$ cat src/rtl/mem_port_arbiter_if.sv
// Handshake and memory bus bundle shared between the fetch unit, the load/store
// unit, the arbiter and the single-port memory.
interface mem_port_arbiter_if #(
    parameter int AW = 32,
    parameter int DW = 32
);
    logic          if_req;
    logic [AW-1:0] if_addr;
    logic          if_ack;
    logic [DW-1:0] if_rdata;
    logic          if_rvalid;
    logic          ls_req;
    logic          ls_we;
    logic [AW-1:0] ls_addr;
    logic [DW-1:0] ls_wdata;
    logic          ls_ack;
    logic [DW-1:0] ls_rdata;
    logic          ls_done;
    logic          mem_read_cs;
    logic          mem_write_cs;
    logic [AW-1:0] mem_addr;
    logic [DW-1:0] mem_wdata;
    logic [DW-1:0] mem_rdata;
    logic          busy;

    modport slave (
        input  if_req, if_addr, ls_req, ls_we, ls_addr, ls_wdata, mem_rdata,
        output if_ack, if_rdata, if_rvalid, ls_ack, ls_rdata, ls_done,
               mem_read_cs, mem_write_cs, mem_addr, mem_wdata, busy
    );

    modport master (
        output if_req, if_addr, ls_req, ls_we, ls_addr, ls_wdata, mem_rdata,
        input  if_ack, if_rdata, if_rvalid, ls_ack, ls_rdata, ls_done,
               mem_read_cs, mem_write_cs, mem_addr, mem_wdata, busy
    );
endinterface

$ cat src/rtl/mem_port_arbiter.sv
// Two-master arbiter/sequencer for the single-port core memory: fetch (read-only)
// and load/store (read/write), one registered access every two cycles.
module mem_port_arbiter #(
    parameter int AW           = 32,
    parameter int DW           = 32,
    parameter int STARVE_LIMIT = 4
) (
    input  logic                clock,
    input  logic                rst,
    mem_port_arbiter_if.slave   bus
);

    typedef enum logic [1:0] {
        ST_IDLE  = 2'b00,
        ST_ISSUE = 2'b01,
        ST_RESP  = 2'b10
    } state_t;

    localparam logic [3:0] STARVE_LIM_C = 4'(STARVE_LIMIT);
    localparam logic       OWNER_IF     = 1'b0;
    localparam logic       OWNER_LS     = 1'b1;

    state_t        state_r;
    logic          owner_r;
    logic          we_r;
    logic [3:0]    starve_cnt_r;
    logic [AW-1:0] mem_addr_r;
    logic [DW-1:0] mem_wdata_r;
    logic          rd_cs_r;
    logic          wr_cs_r;
    logic          if_ack_r;
    logic          ls_ack_r;
    logic          if_rvalid_r;
    logic          ls_done_r;
    logic [DW-1:0] if_rdata_r;
    logic [DW-1:0] ls_rdata_r;
    logic          busy_r;

    logic          req_any_s;
    logic          fetch_win_s;
    logic [3:0]    starve_next_s;

    // Winner selection and starvation counter update for the current arbitration edge
    always_comb begin
        req_any_s     = bus.if_req | bus.ls_req;
        fetch_win_s   = 1'b0;
        starve_next_s = starve_cnt_r;
        if (bus.if_req && (!bus.ls_req || (starve_cnt_r >= STARVE_LIM_C))) begin
            fetch_win_s   = 1'b1;
            starve_next_s = 4'd0;
        end else if (bus.ls_req && bus.if_req) begin
            starve_next_s = (starve_cnt_r == 4'd15) ? 4'd15 : (starve_cnt_r + 4'd1);
        end else begin
            starve_next_s = 4'd0;
        end
    end

    // Access sequencer: arbitrate in IDLE/RESP, drive strobes in ISSUE, respond in RESP
    always_ff @(posedge clock or negedge rst) begin
        if (!rst) begin
            state_r      <= ST_IDLE;
            owner_r      <= OWNER_IF;
            we_r         <= 1'b0;
            starve_cnt_r <= 4'd0;
            mem_addr_r   <= '0;
            mem_wdata_r  <= '0;
            rd_cs_r      <= 1'b0;
            wr_cs_r      <= 1'b0;
            if_ack_r     <= 1'b0;
            ls_ack_r     <= 1'b0;
            if_rvalid_r  <= 1'b0;
            ls_done_r    <= 1'b0;
            if_rdata_r   <= '0;
            ls_rdata_r   <= '0;
            busy_r       <= 1'b0;
        end else begin
            case (state_r)
                ST_IDLE, ST_RESP: begin
                    if_rvalid_r <= 1'b0;
                    ls_done_r   <= 1'b0;
                    if (req_any_s) begin
                        state_r      <= ST_ISSUE;
                        busy_r       <= 1'b1;
                        starve_cnt_r <= starve_next_s;
                        owner_r      <= fetch_win_s ? OWNER_IF : OWNER_LS;
                        we_r         <= fetch_win_s ? 1'b0 : bus.ls_we;
                        mem_addr_r   <= fetch_win_s ? bus.if_addr : bus.ls_addr;
                        mem_wdata_r  <= bus.ls_wdata;
                        rd_cs_r      <= fetch_win_s | ~bus.ls_we;
                        wr_cs_r      <= ~fetch_win_s & bus.ls_we;
                        if_ack_r     <= fetch_win_s;
                        ls_ack_r     <= ~fetch_win_s;
                    end else begin
                        state_r <= ST_IDLE;
                        busy_r  <= 1'b0;
                    end
                end
                ST_ISSUE: begin
                    state_r  <= ST_RESP;
                    busy_r   <= 1'b1;
                    rd_cs_r  <= 1'b0;
                    wr_cs_r  <= 1'b0;
                    if_ack_r <= 1'b0;
                    ls_ack_r <= 1'b0;
                    // Only the owner's read register captures; writes leave ls_rdata alone
                    if (owner_r == OWNER_LS) begin
                        ls_done_r <= 1'b1;
                        if (!we_r) begin
                            ls_rdata_r <= bus.mem_rdata;
                        end
                    end else begin
                        if_rvalid_r <= 1'b1;
                        if_rdata_r  <= bus.mem_rdata;
                    end
                end
                default: begin
                    state_r     <= ST_IDLE;
                    busy_r      <= 1'b0;
                    rd_cs_r     <= 1'b0;
                    wr_cs_r     <= 1'b0;
                    if_ack_r    <= 1'b0;
                    ls_ack_r    <= 1'b0;
                    if_rvalid_r <= 1'b0;
                    ls_done_r   <= 1'b0;
                end
            endcase
        end
    end

    assign bus.if_ack       = if_ack_r;
    assign bus.ls_ack       = ls_ack_r;
    assign bus.if_rvalid    = if_rvalid_r;
    assign bus.ls_done      = ls_done_r;
    assign bus.if_rdata     = if_rdata_r;
    assign bus.ls_rdata     = ls_rdata_r;
    assign bus.mem_read_cs  = rd_cs_r;
    assign bus.mem_write_cs = wr_cs_r;
    assign bus.mem_addr     = mem_addr_r;
    assign bus.mem_wdata    = mem_wdata_r;
    assign bus.busy         = busy_r;

endmodule
$ cat src/flat_wrapper.sv
// flat-port wrapper written by rule: the top's interface ports become plain ports
module mem_port_arbiter_flat 
#(
    parameter int AW           = 32,
    parameter int DW           = 32,
    parameter int STARVE_LIMIT = 4
)
  (clock, rst, bus_if_req, bus_if_addr, bus_ls_req, bus_ls_we, bus_ls_addr, bus_ls_wdata, bus_mem_rdata, bus_if_ack, bus_if_rdata, bus_if_rvalid, bus_ls_ack, bus_ls_rdata, bus_ls_done, bus_mem_read_cs, bus_mem_write_cs, bus_mem_addr, bus_mem_wdata, bus_busy);
  mem_port_arbiter_if #(.AW(AW), .DW(DW)) bus_i ();
  input  logic clock;
  input  logic rst;
  input wire logic [$bits(bus_i.if_req)-1:0] bus_if_req;
  input wire logic [$bits(bus_i.if_addr)-1:0] bus_if_addr;
  input wire logic [$bits(bus_i.ls_req)-1:0] bus_ls_req;
  input wire logic [$bits(bus_i.ls_we)-1:0] bus_ls_we;
  input wire logic [$bits(bus_i.ls_addr)-1:0] bus_ls_addr;
  input wire logic [$bits(bus_i.ls_wdata)-1:0] bus_ls_wdata;
  input wire logic [$bits(bus_i.mem_rdata)-1:0] bus_mem_rdata;
  output wire logic [$bits(bus_i.if_ack)-1:0] bus_if_ack;
  output wire logic [$bits(bus_i.if_rdata)-1:0] bus_if_rdata;
  output wire logic [$bits(bus_i.if_rvalid)-1:0] bus_if_rvalid;
  output wire logic [$bits(bus_i.ls_ack)-1:0] bus_ls_ack;
  output wire logic [$bits(bus_i.ls_rdata)-1:0] bus_ls_rdata;
  output wire logic [$bits(bus_i.ls_done)-1:0] bus_ls_done;
  output wire logic [$bits(bus_i.mem_read_cs)-1:0] bus_mem_read_cs;
  output wire logic [$bits(bus_i.mem_write_cs)-1:0] bus_mem_write_cs;
  output wire logic [$bits(bus_i.mem_addr)-1:0] bus_mem_addr;
  output wire logic [$bits(bus_i.mem_wdata)-1:0] bus_mem_wdata;
  output wire logic [$bits(bus_i.busy)-1:0] bus_busy;
  assign bus_i.if_req = bus_if_req;
  assign bus_i.if_addr = bus_if_addr;
  assign bus_i.ls_req = bus_ls_req;
  assign bus_i.ls_we = bus_ls_we;
  assign bus_i.ls_addr = bus_ls_addr;
  assign bus_i.ls_wdata = bus_ls_wdata;
  assign bus_i.mem_rdata = bus_mem_rdata;
  assign bus_if_ack = bus_i.if_ack;
  assign bus_if_rdata = bus_i.if_rdata;
  assign bus_if_rvalid = bus_i.if_rvalid;
  assign bus_ls_ack = bus_i.ls_ack;
  assign bus_ls_rdata = bus_i.ls_rdata;
  assign bus_ls_done = bus_i.ls_done;
  assign bus_mem_read_cs = bus_i.mem_read_cs;
  assign bus_mem_write_cs = bus_i.mem_write_cs;
  assign bus_mem_addr = bus_i.mem_addr;
  assign bus_mem_wdata = bus_i.mem_wdata;
  assign bus_busy = bus_i.busy;
  mem_port_arbiter #(.AW(AW), .DW(DW), .STARVE_LIMIT(STARVE_LIMIT)) u_core (.clock(clock), .rst(rst), .bus(bus_i));
endmodule
$ cat config.mk
export PLATFORM = sky130hd
export DESIGN_NAME = mem_port_arbiter_flat
export DESIGN_NICKNAME = d
export VERILOG_FILES = /design/src/rtl/mem_port_arbiter_if.sv /design/src/rtl/mem_port_arbiter.sv /design/src/flat_wrapper.sv
export SDC_FILE = /design/constraint.sdc
export NUM_CORES = 1
export LEC_CHECK = 0
export BUFFER_PORTS_ARGS = -buffer_cell sky130_fd_sc_hd__buf_4
export CAP_MARGIN = 20
export CORE_MARGIN = 2
export CORE_UTILIZATION = 26
export DETAILED_ROUTE_END_ITERATION = 7
export HOLD_SLACK_MARGIN = 0.12
export PLACE_DENSITY = 0.5
export REMOVE_ABC_BUFFERS = 1
export SLEW_MARGIN = 40
export SYNTH_ARGS = -nofsm -noshare
export SYNTH_HDL_FRONTEND = slang
export SYNTH_SLANG_ARGS = --single-unit
export TNS_END_PERCENT = 20
$ cat constraint.sdc
create_clock -name clock -period 1.5 [get_ports clock]
set_input_delay 0.075 -clock clock [delete_from_list [all_inputs] [get_ports clock]]
set_output_delay 0.075 -clock clock [all_outputs]
set_load 0.1 [all_outputs]
==> Yosys cells after proc, flatten, opt, wreduce, memory -nomap -nowiden <==
Cells that the tools add are included.
{ "totals": {"reg_bits": 143, "input_bits": 133, "out_inout_bits": 135, "word_cells": 62} }
{ "classes": {"addsub": 1, "order_cmp": 1, "eq_ne": 6, "mux": 23, "n_bitwise": 7, "n_reduce_logical": 9} }
{ "ops": {"columns": ["cell", "n"], "rows": [
  ["two-way mux 32 bit", 1],
  ["two-way mux 1 bit", 17],
  ["two-way mux 4 bit", 3],
  ["adder 4 x 1 -> 4 bit, second input constant", 1],
  ["== test 4 bit, second input constant", 1],
  [">= comparator 4 x 3 -> 1 bit, second input constant", 1],
  ["!= test 2 x 1 -> 1 bit, second input constant", 2],
  ["NOT 1 bit", 4],
  ["case mux 2 bit (2 select lines)", 1],
  ["AND reduction 2 bit", 2],
  ["AND reduction 3 bit", 1],
  ["== test 2 x 1 -> 1 bit, second input constant", 1],
  ["== test 2 bit, second input constant", 1],
  ["logical AND 1 bit", 2],
  ["zero test 2 bit", 1],
  ["!= test 2 bit, second input constant", 1],
  ["OR 1 bit", 2],
  ["case mux 1 bit (2 select lines)", 1],
  ["OR reduction 2 bit", 1],
  ["AND 1 bit", 1],
  ["zero test 1 bit", 1],
  ["logical OR 1 bit", 1]
]} }

==> Depth between registers and ports, before layout <==
Gate-level depths: netlist (run 1).
{ "logic_depth": {"depth_word": 8, "depth_mapped": 6, "depth_no_buf": 4} }

==> Least setup slack after synthesis (run 1) <==
OpenSTA, ideal clock, no wires.
{ "synth_timing": {"kind": "register -> register", "from": "register u_core.state_r[0]", "to": "register u_core.ls_rdata_r[10], in the netlist u_core.bus.ls_rdata[10]", "setup_time_ns": 0.125, "t_arrival_ns": 1.413, "required_ns": 1.375, "slack_ns": -0.039, "stages_incl_launch_ff": 5, "n_path_buf": 1, "period_less_slack_ns": 1.539, "path_cell_list": "dfrtp_1 > nand2b_1 > nor3b_2 > buf_4 > mux2_2"} }
{ "synth_between": {"elab_chain_cells": 2} }
{ "synth_lines": {"columns": ["item", "line", "rtl"], "rows": [
  ["start: declaration", "mem_port_arbiter.sv:23", "state_t state_r;"],
  ["start signal: assignment", "mem_port_arbiter.sv:61", "state_r <= ST_IDLE;"],
  ["start signal: assignment", "mem_port_arbiter.sv:82", "state_r <= ST_ISSUE;"],
  ["start signal: assignment", "mem_port_arbiter.sv:94", "state_r <= ST_IDLE;"],
  ["== test 2 x 1 -> 1 bit", "mem_port_arbiter.sv:77", "case (state_r)"],
  ["AND reduction 3 bit (no line)", null, null],
  ["end signal: assignment", "mem_port_arbiter.sv:109", "ls_rdata_r <= bus.mem_rdata;"],
  ["end: declaration", "mem_port_arbiter.sv:36", "logic [DW-1:0] ls_rdata_r;"]
]} }
Every way passes these cells.
A chain may end at the register's enable or synchronous reset.

==> Worst setup path after layout (run 1) <==
{ "layout_timing": {"from": "register u_core.state_r[1]", "to": "register u_core.ls_rdata_r[20], in the netlist u_core.bus.ls_rdata[20]"} }
The elaborated chain is that of the path after synthesis.

==> out/summary.log, run 1 <==
qor: status.status complete, but fails checks
qor: status.failing_checks negative setup slack
qor: floorplan.floorplan.die_area 0.0239 mm²
qor: pwr.total_power 23.7 mW
qor: clock_tree.cts-buffers-inserted 17
qor: worst_setup_path.timing.critical_path.fanout_max 8
qor: clock_tree.cts.htree.levels 4
qor: cells_and_area.flow.area_growth_from_synthesis 78.8%
qor: worst_setup_path.critical_path_buf_inv_count 2
qor: clock_tree.ctsRootBufferMaster sky130_fd_sc_hd__clkbuf_16
qor: worst_setup_path.critical_path.startpoint_type flop
qor: floorplan.die_h 155 µm
qor: drt.detail_route.wirelength 20,400 µm
qor: timing.worst_slew_pin_slew 0.421 ns
qor: floorplan.row_count 55
qor: worst_setup_path.timing_worst_setup_path_type flop to flop
qor: global_routing.globalRouteTotalUtil 16.2%
qor: worst_setup_path.crit_path_top_delay_cell sky130_fd_sc_hd__dfrtp_1
qor: floorplan.floorplan.initialDensity 26.3%
qor: timing.finalMaxSlewViolations 0
qor: global_routing.grt_pass1_vias 5,823
qor: synth.post_synthesis_compound_gate_area_fraction 7.72%
qor: worst_setup_path.rr_startpoint u_core.state_r[1]
qor: cells_and_area.diodes 0
qor: worst_setup_path.r2r-end u_core.bus.ls_rdata[20]
qor: worst_setup_path.crit_path_cell_chain nand2b_4, nor3b_4, buf_6, clkbuf_16, mux2_4
qor: synth.synth-seq-area-share 60.6%
qor: floorplan.dieWidth 155 µm
qor: synth.dominantRegCellSynth sky130_fd_sc_hd__dfrtp_1
qor: drt.detail_route.first_pass.iterations 4
qor: clock_tree.cts.reportedPaths.clkPinSlew 0.07 ns
qor: drt.vias_per_cell 4.48
qor: synth.synth.distinct_cells 32
qor: worst_setup_path.worstRegToRegCells 5
qor: drt.drt_iter0_drc 168
qor: placed_design.post-dp-hpwl 13,100 µm
qor: timing.setup_repair_after_global_routing_missed_its_margin true
qor: synth.yosys.area_share.simple 15.7%
qor: worst_setup_path.ff2ff_setup_slack -0.03 ns
qor: timing.finalWorstSetupSlack -0.0293 ns
qor: worst_hold_path.worst_hold_startpoint bus_if_req
qor: placed_design.dp_cells 1,042
qor: worst_setup_path.timing.critical_path.required 1.79 ns
qor: worst_setup_path.crit_path_end_kind flop
qor: synth.synthXorXnorAreaFrac 0%
qor: floorplan.io-pin-count 268
qor: synth.yosys_register_bits 143
qor: clock_tree.clock-sinks 143
qor: timing.hold_viol_final 0
qor: synth.yosysWarnings 0
qor: synth.syn_avg_cell_area 11.7 µm²
qor: floorplan.core 0.0224 mm²
qor: worst_hold_path.timing.hold.worst_endpoint u_core.bus.mem_read_cs
qor: worst_setup_path.arrival_time_at_the_worst_endpoint 1.82 ns
qor: clock_tree.cts_max_path_buffers 2
qor: synth.synth-edff-count 0
qor: drt.route.antenna.remaining_nets 0
qor: pwr.cellLeakagePower 5.12 nW
qor: worst_hold_path.hold_depth 4
qor: cells_and_area.drive_gt1_share 46.2%
qor: worst_setup_path.path_delay_family simple AND/OR/NAND/NOR gates
qor: worst_hold_path.hold_path_class input pin to flop
qor: worst_setup_path.timing.critical_path.slowest_cell_delay 0.37 ns
qor: drt.drt-wirelength-per-cell 16.7 µm
qor: timing.slew_headroom 71.8%
qor: pwr.worst_case_vdd_ir_drop 0.00106 V
qor: synth.synth_async_sr_flop_share 100%
qor: synth.arithmetic_cell_share_of_the_synthesized_area_counting_full_adders_half_adders_and_majority_gates 0.212%
qor: timing.maxClockFrequency 654 MHz
qor: timing.layout_min_cycle_time 1.53 ns
qor: timing.fin_worst_skew 0.00933 ns
qor: global_routing.antenna_found_initial 0
qor: synth.synth_top_family_by_area simple AND/OR/NAND/NOR gates
qor: global_routing.pin_count_of_the_biggest_net_entering_global_routing 71
qor: global_routing.leftover_overflow_at_the_end_of_global_routing 0
qor: flow_run.timing.max_cap.violations 0
qor: cells_and_area.final_layout_net_count 1,054
qor: timing.setup_viol 24
qor: timing.finalSetupTns -0.487 ns
qor: timing.min_period_over_period 102%
qor: worst_setup_path.critical_path_cell_count 5
qor: pwr.power.density 2250 mW/mm²
qor: cells_and_area.layoutNonFillerInstCount 1,218
qor: placed_design.number_of_i_o_port_buffers 267
qor: synth.syn-cell-area 0.00590 mm²
qor: synth.netlist_instances 505
qor: drt.routed-via-count 5,458
qor: drt.post_route_drc_violation_count 0
qor: global_routing.grt_first_pass_wirelength 30,700 µm
qor: placed_design.gp_routability_congestion 0.795
qor: cells_and_area.fin_util 47.1%
qor: clock_tree.worst_skew_pair.late_latency 0.41 ns
qor: clock_tree.tritoncts built
qor: synth.yosys-mux-area-fraction 12.2%
-- layout by cell type, fill, tap and decap left out, types with 2 or more instances in the layout --
| cell type | count |
|---|---|
| sky130_fd_sc_hd__a21oi_1 | 2 |
| sky130_fd_sc_hd__a22o_1 | 3 |
| sky130_fd_sc_hd__buf_12 | 9 |
| sky130_fd_sc_hd__buf_4 | 281 |
| sky130_fd_sc_hd__buf_6 | 4 |
| sky130_fd_sc_hd__clkbuf_16 | 20 |
| sky130_fd_sc_hd__clkinv_4 | 2 |
| sky130_fd_sc_hd__clkinvlp_4 | 4 |
| sky130_fd_sc_hd__dfrtp_1 | 143 |
| sky130_fd_sc_hd__dlygate4sd3_1 | 134 |
| sky130_fd_sc_hd__inv_1 | 3 |
| sky130_fd_sc_hd__inv_6 | 6 |
| sky130_fd_sc_hd__inv_8 | 2 |
| sky130_fd_sc_hd__mux2_2 | 32 |
| sky130_fd_sc_hd__mux2_4 | 32 |
| sky130_fd_sc_hd__nand2_1 | 165 |
| sky130_fd_sc_hd__nand4_1 | 32 |
| sky130_fd_sc_hd__nor2_1 | 4 |
| sky130_fd_sc_hd__nor3_1 | 2 |
| sky130_fd_sc_hd__o211ai_1 | 4 |
| sky130_fd_sc_hd__o211ai_2 | 28 |
-- flip-flops by register name, indices dropped and copies added, names as in the netlist --
name	flops
u_core.bus.mem_wdata	32
u_core.state_r	2
u_core.bus.if_rvalid	1
u_core.bus.mem_addr	32
u_core.owner_r	1
u_core.bus.if_ack	1
u_core.we_r	1
u_core.bus.mem_write_cs	1
u_core.bus.busy	1
u_core.starve_cnt_r	4
u_core.bus.ls_ack	1
u_core.bus.ls_rdata	32
u_core.bus.ls_done	1
u_core.bus.if_rdata	32
u_core.bus.mem_read_cs	1
-- worst min-delay path, cell delays in order --
cell and delay (ns):
sky130_fd_sc_hd__buf_4 0.15, sky130_fd_sc_hd__nor3_1 0.06, sky130_fd_sc_hd__nor2_1 0.08, sky130_fd_sc_hd__o31a_1 0.14
-- cell families (layout without fill, tap and decap cells) --
| group | count (synthesis) | in the layout |
|---|---|---|
| DFF | 143 | 143 |
| and+or+nand+nor | 215 | 215 |
| adders and majority gates | 1 | 1 |
| AOI/OAI and AO/OA | 42 | 42 |
| muxes | 64 | 64 |
| buffers and inverters | 40 | 468 |
-- Yosys cell counts (all sizes together) (2+ instances only) --
cell / instances / area [µm²]
nand4: 32 / 200
a21oi: 2 / 10.0
nand2b: 2 / 12.5
clkbuf: 18 / 67.6
o211ai: 32 / 380
nor3b: 2 / 20.0
mux2: 64 / 721
inv: 4 / 15.0
a22o: 3 / 26.3
nor3: 3 / 20.0
and2: 2 / 15.0
nand2: 166 / 623
nor2: 5 / 18.8
buf: 18 / 124
dfrtp: 143 / 3580
-- stage by stage --
| step | cell area [µm²] | setup slack, ns | hold WS (ns) |
|---|---|---|---|
| 3_3_place_gp | 8370 | -0.0380 | -0.0426 |
| 2_1_floorplan | 5710 | -3.18 | -0.221 |
| 3_5_place_dp | 8370 | -0.0746 | -0.0409 |
| 5_1_grt | 10600 | -0.0748 | 0.150 |
| 6_report | 10600 | -0.0293 | 0.144 |
| 4_1_cts | 10300 | -0.0708 | 0.132 |
-- repair_timing --
action                                 CTS  global route
setup buffers                            0             6
hold buffers                           134             0
pin swaps                                3             5
setup endpoints to repair               55            97
resized for setup                        5            39
endpoints found under the hold margin  276             0
gates cloned                             0             4
-- layer usage --
metal	wire (µm)	vias to the layer above	track usage (%)
met5	0	-	0
met4	166	0	4.14
met3	1440	13	5.30
met2	10000	221	27.6
met1	8760	2661	19.9
li1	-	2563	-
-- how the worst max path moves through the flow --
stage                                 from                       to  slack (ns)
finish                   u_core.state_r[1]  u_core.bus.ls_rdata[20]       -0.03
global route             u_core.state_r[1]  u_core.bus.ls_rdata[28]       -0.07
CTS                      u_core.state_r[1]   u_core.bus.ls_rdata[9]       -0.07
detailed placement       u_core.state_r[0]  u_core.bus.mem_addr[16]       -0.07
global placement    u_core.starve_cnt_r[3]   u_core.starve_cnt_r[2]       -0.04
floorplan                       bus_ls_req  u_core.bus.mem_write_cs       -3.18
-- where the power goes --
part	switching, mW	total, mW	leakage, nW	internal [mW]
registers	0.715	5.78	1.73	5.07
logic	10.7	14.0	3.13	3.32
clock network	1.80	3.97	0.259	2.17
total	13.2	23.7	5.12	10.6
-- layout make-up --
cell class	instances	area, µm²
Fill cell	1989	11900
Inverter	4	20.0
Timing Repair Buffer	432	3780
Clock inverter	14	119
Clock buffer	18	429
Sequential cell	143	3580
Multi-Input combinational cell	322	2280
Tap cell	285	357
No activity file was read; power rests on OpenSTA's default activity.
==> run 2, diff against run 1 <==
CORE_UTILIZATION = 28   (was 26)
GPL_TIMING_DRIVEN = 0   (was unset)
PLACE_DENSITY = 0.53   (was 0.5)
==> run 2 against run 1 <==
Against the previous run:
- the flow still finishes with violations (negative setup slack)
- wire length down 0.11%
- global-route usage rose by 1.8 points
- first-iteration DRC count grew 6.0%
- cell count fell by 0.82%
- sequential share of layout area barely moved
- clock power hardly changed
- register-to-register slack worse by 0.08 ns
- non-clock buffer count decreased by 3
- via count up 1.5%
- die area down 7.0%
- sequential cell count is the same
- final area increased by 0.13%
- critical endpoint is now u_core.bus.ls_rdata[27]
==> out/summary.log, run 2 (synthesized netlist as in run 1, its figures left out) <==
qor: status.status complete, but fails checks
qor: status.failing_checks negative setup slack
qor: worst_hold_path.worst_hold_startpoint bus_if_req
qor: worst_hold_path.hold_path_class input pin to flop
qor: floorplan.row_count 53 [-3.6%]
qor: timing.maxClockFrequency 620 MHz [-5.2%]
qor: clock_tree.cts-buffers-inserted 17 [unchanged]
qor: timing.worst_slew_pin_slew 0.531 ns [+0.110 ns]
qor: global_routing.grt_first_pass_wirelength 31,100 µm [+1.1%]
qor: global_routing.globalRouteTotalUtil 18.0% [+1.8 points]
qor: global_routing.grt_pass1_vias 5,886 [+1.1%]
qor: worst_setup_path.arrival_time_at_the_worst_endpoint 1.91 ns [+0.09 ns]
qor: pwr.power.density 2240 mW/mm² [-0.48%]
qor: worst_setup_path.critical_path_buf_inv_count 4 [+2]
qor: floorplan.core 0.0209 mm² [-6.9%]
qor: clock_tree.cts.htree.levels 4 [unchanged]
qor: floorplan.floorplan.initialDensity 28.3% [+1.9 points]
qor: global_routing.antenna_found_initial 0 [unchanged]
qor: worst_setup_path.crit_top_cell sky130_fd_sc_hd__buf_12
qor: cells_and_area.drive_gt1_share 46.8% [+0.64 points]
qor: clock_tree.tritoncts built
qor: pwr.worst_case_vdd_ir_drop 0.000931 V [-12%]
qor: clock_tree.ctsRootBufferMaster sky130_fd_sc_hd__clkbuf_16
qor: worst_setup_path.timing.critical_path.required 1.80 ns [about the same]
qor: worst_setup_path.crit_path_top_delay_cell sky130_fd_sc_hd__dfrtp_1
qor: timing.setup_viol 35 [+46%]
qor: timing.layout_min_cycle_time 1.61 ns [+0.0838 ns]
qor: floorplan.dieWidth 149 µm [-3.5%]
qor: worst_setup_path.timing.critical_path.slowest_cell_delay 0.36 ns [about the same]
qor: drt.drt-wirelength-per-cell 16.9 µm [+0.72%]
qor: placed_design.post-dp-hpwl 12,300 µm [-6.3%]
qor: global_routing.pin_count_of_the_biggest_net_entering_global_routing 79 [+11%]
qor: cells_and_area.fillerInstances 1,806 [-9.2%]
qor: clock_tree.cts_max_path_buffers 2 [unchanged]
qor: clock_tree.clock-sinks 143 [unchanged]
qor: timing.fin_worst_skew 0.0142 ns [+0.00486 ns]
qor: worst_setup_path.rr_startpoint u_core.state_r[1]
qor: pwr.cellLeakagePower 5.10 nW [-0.42%]
qor: placed_design.gp_routability_congestion 0.737 [-7.3%]
qor: timing.hold_viol_final 0 [unchanged]
qor: placed_design.placed_cell_area 0.00827 mm² [-1.1%]
qor: drt.detail_route.first_pass.iterations 6 [+2]
qor: worst_setup_path.ff2ff_setup_slack -0.11 ns [-0.08 ns]
qor: floorplan.floorplan.die_area 0.0223 mm² [-7.0%]
qor: drt.detail_route.wirelength 20,400 µm [-0.11%]
qor: worst_setup_path.path_delay_family buffers and inverters
qor: flow_run.timing.max_cap.violations 0 [unchanged]
qor: cells_and_area.diodes 0 [unchanged]
qor: cells_and_area.final_layout_net_count 1,055 [+0.095%]
qor: timing.finalMaxSlewViolations 0 [unchanged]
qor: cells_and_area.flow.area_growth_from_synthesis 79.1%
qor: worst_setup_path.crit_path_cell_chain nand2b_4, nor3b_4, buf_6, buf_12, buf_12, buf_12, mux2_4
qor: timing.min_period_over_period 108% [+5.6 points]
qor: drt.routed-via-count 5,542 [+1.5%]
qor: worst_setup_path.cp-startpoint u_core.state_r[1]
qor: drt.drt_iter0_drc 178 [+6.0%]
qor: global_routing.leftover_overflow_at_the_end_of_global_routing 0 [unchanged]
qor: timing.setup_repair_after_global_routing_missed_its_margin true
qor: drt.route.antenna.remaining_nets 0 [unchanged]
qor: cells_and_area.most_common_cell_after_layout_fill_and_taps_aside sky130_fd_sc_hd__buf_4
qor: clock_tree.cts.reportedPaths.clkPinSlew 0.06 ns [about the same]
qor: worst_setup_path.timing.critical_path.fanout_max 5 [-3]
qor: drt.vias_per_cell 4.59 [+2.4%]
qor: worst_setup_path.critical_path.startpoint_type flop
qor: cells_and_area.most-common-layout-cells 279 x sky130_fd_sc_hd__buf_4, 165 x sky130_fd_sc_hd__nand2_1, 142 x sky130_fd_sc_hd__dfrtp_1
qor: drt.post_route_drc_violation_count 0 [unchanged]
qor: worst_setup_path.timing_worst_setup_path_type flop to flop
qor: timing.slew_headroom 64.6% [-7.3 points]
qor: cells_and_area.fin_util 50.6% [+3.5 points]
qor: floorplan.io-pin-count 268 [unchanged]
qor: clock_tree.worst_skew_pair.late_latency 0.42 ns [about the same]
qor: timing.finalWorstSetupSlack -0.113 ns [-0.0838 ns]
qor: placed_design.number_of_i_o_port_buffers 267 [unchanged]
qor: cells_and_area.postLayoutCellArea 0.0106 mm² [+0.13%]
qor: worst_setup_path.crit_path_end_kind flop
qor: floorplan.die_h 149 µm [-3.5%]
[run 2: changes by cell type in the layout (fill, tap and decap cells not counted), moves of 3 or more]
cell	previous run	this run
sky130_fd_sc_hd__mux2_2	32	49
sky130_fd_sc_hd__mux2_4	32	15
sky130_fd_sc_hd__dlygate4sd3_1	134	131
sky130_fd_sc_hd__buf_12	9	6
sky130_fd_sc_hd__clkbuf_16	20	17
sky130_fd_sc_hd__buf_16	1	7
sky130_fd_sc_hd__buf_8	0	3
[run 2: routing by layer]
layer,routed length [µm],vias up,global-route usage (%)
met3,1490,25,4.50
li1,-,2574,-
met4,324,0,6.52
met5,0,-,0
met1,8420,2699,21.5
met2,10100,244,31.5
[run 2: timing repair]
| item | CTS | global route |
|---|---|---|
| hold buffers | 131 | 0 |
| setup endpoints to repair | 125 | 73 |
| setup buffers | 16 | 1 |
| endpoints found under the hold margin | 266 | 0 |
| pin swaps | 5 | 8 |
| gates cloned | 8 | 0 |
| resized for setup | 30 | 10 |
[run 2: power breakdown]
| part | leakage (nW) | switching, mW | internal [mW] |
|---|---|---|---|
| Sequential | 1.73 | 0.702 | 5.07 |
| Combinational | 3.11 | 10.6 | 3.24 |
| Clock | 0.254 | 1.82 | 2.16 |
[run 2: cell type report]
cell class              instances  area [µm²]  area share [%]
multi-input cells             325        2250            21.3
flip-flops and latches        143        3580            33.9
clock buffers                  17         425            4.02
clock inverters                14         121            1.15
repair inverters                1        8.76          0.0828
repair buffers                429        3800            35.9
well taps                     275         344            3.25
inverters                       4        41.3           0.391
[run 2: through the flow]
stage	std cells	setup WS [ns]	hold slack [ns]	setup TNS [ns]	total power, mW
final	1208	-0.113	0.184	-2.49	23.6
after global routing	1208	-0.172	0.184	-5.20	24.5
after CTS	1207	-0.139	0.174	-3.00	23.8
after detailed placement	1021	-0.759	0.0672	-51.09	19.1
after global placement	1011	-6.99	0.265	-628.22	18.8
after floorplan	469	-3.18	-0.221	-274.58	15.9
[run 2: path summary, 6_finish.rpt]
path / end / cells after the start
max: u_core.bus.ls_rdata[27] / 7
min: u_core.bus.if_ack / 3
max reg2reg: u_core.bus.ls_rdata[27] / 7
min reg2reg: u_core.bus.mem_wdata[14] / 2
max in group asynchronous: u_core.bus.mem_addr[3] / 3
min in group asynchronous: u_core.bus.ls_rdata[24] / 2
[run 2: worst min-delay path, delay by kind of cell]
kind / cells / cell delay, ns
and+or+nand+nor: 1 / 0.13
AOI/OAI and AO/OA: 1 / 0.07
buffers and inverters: 1 / 0.27
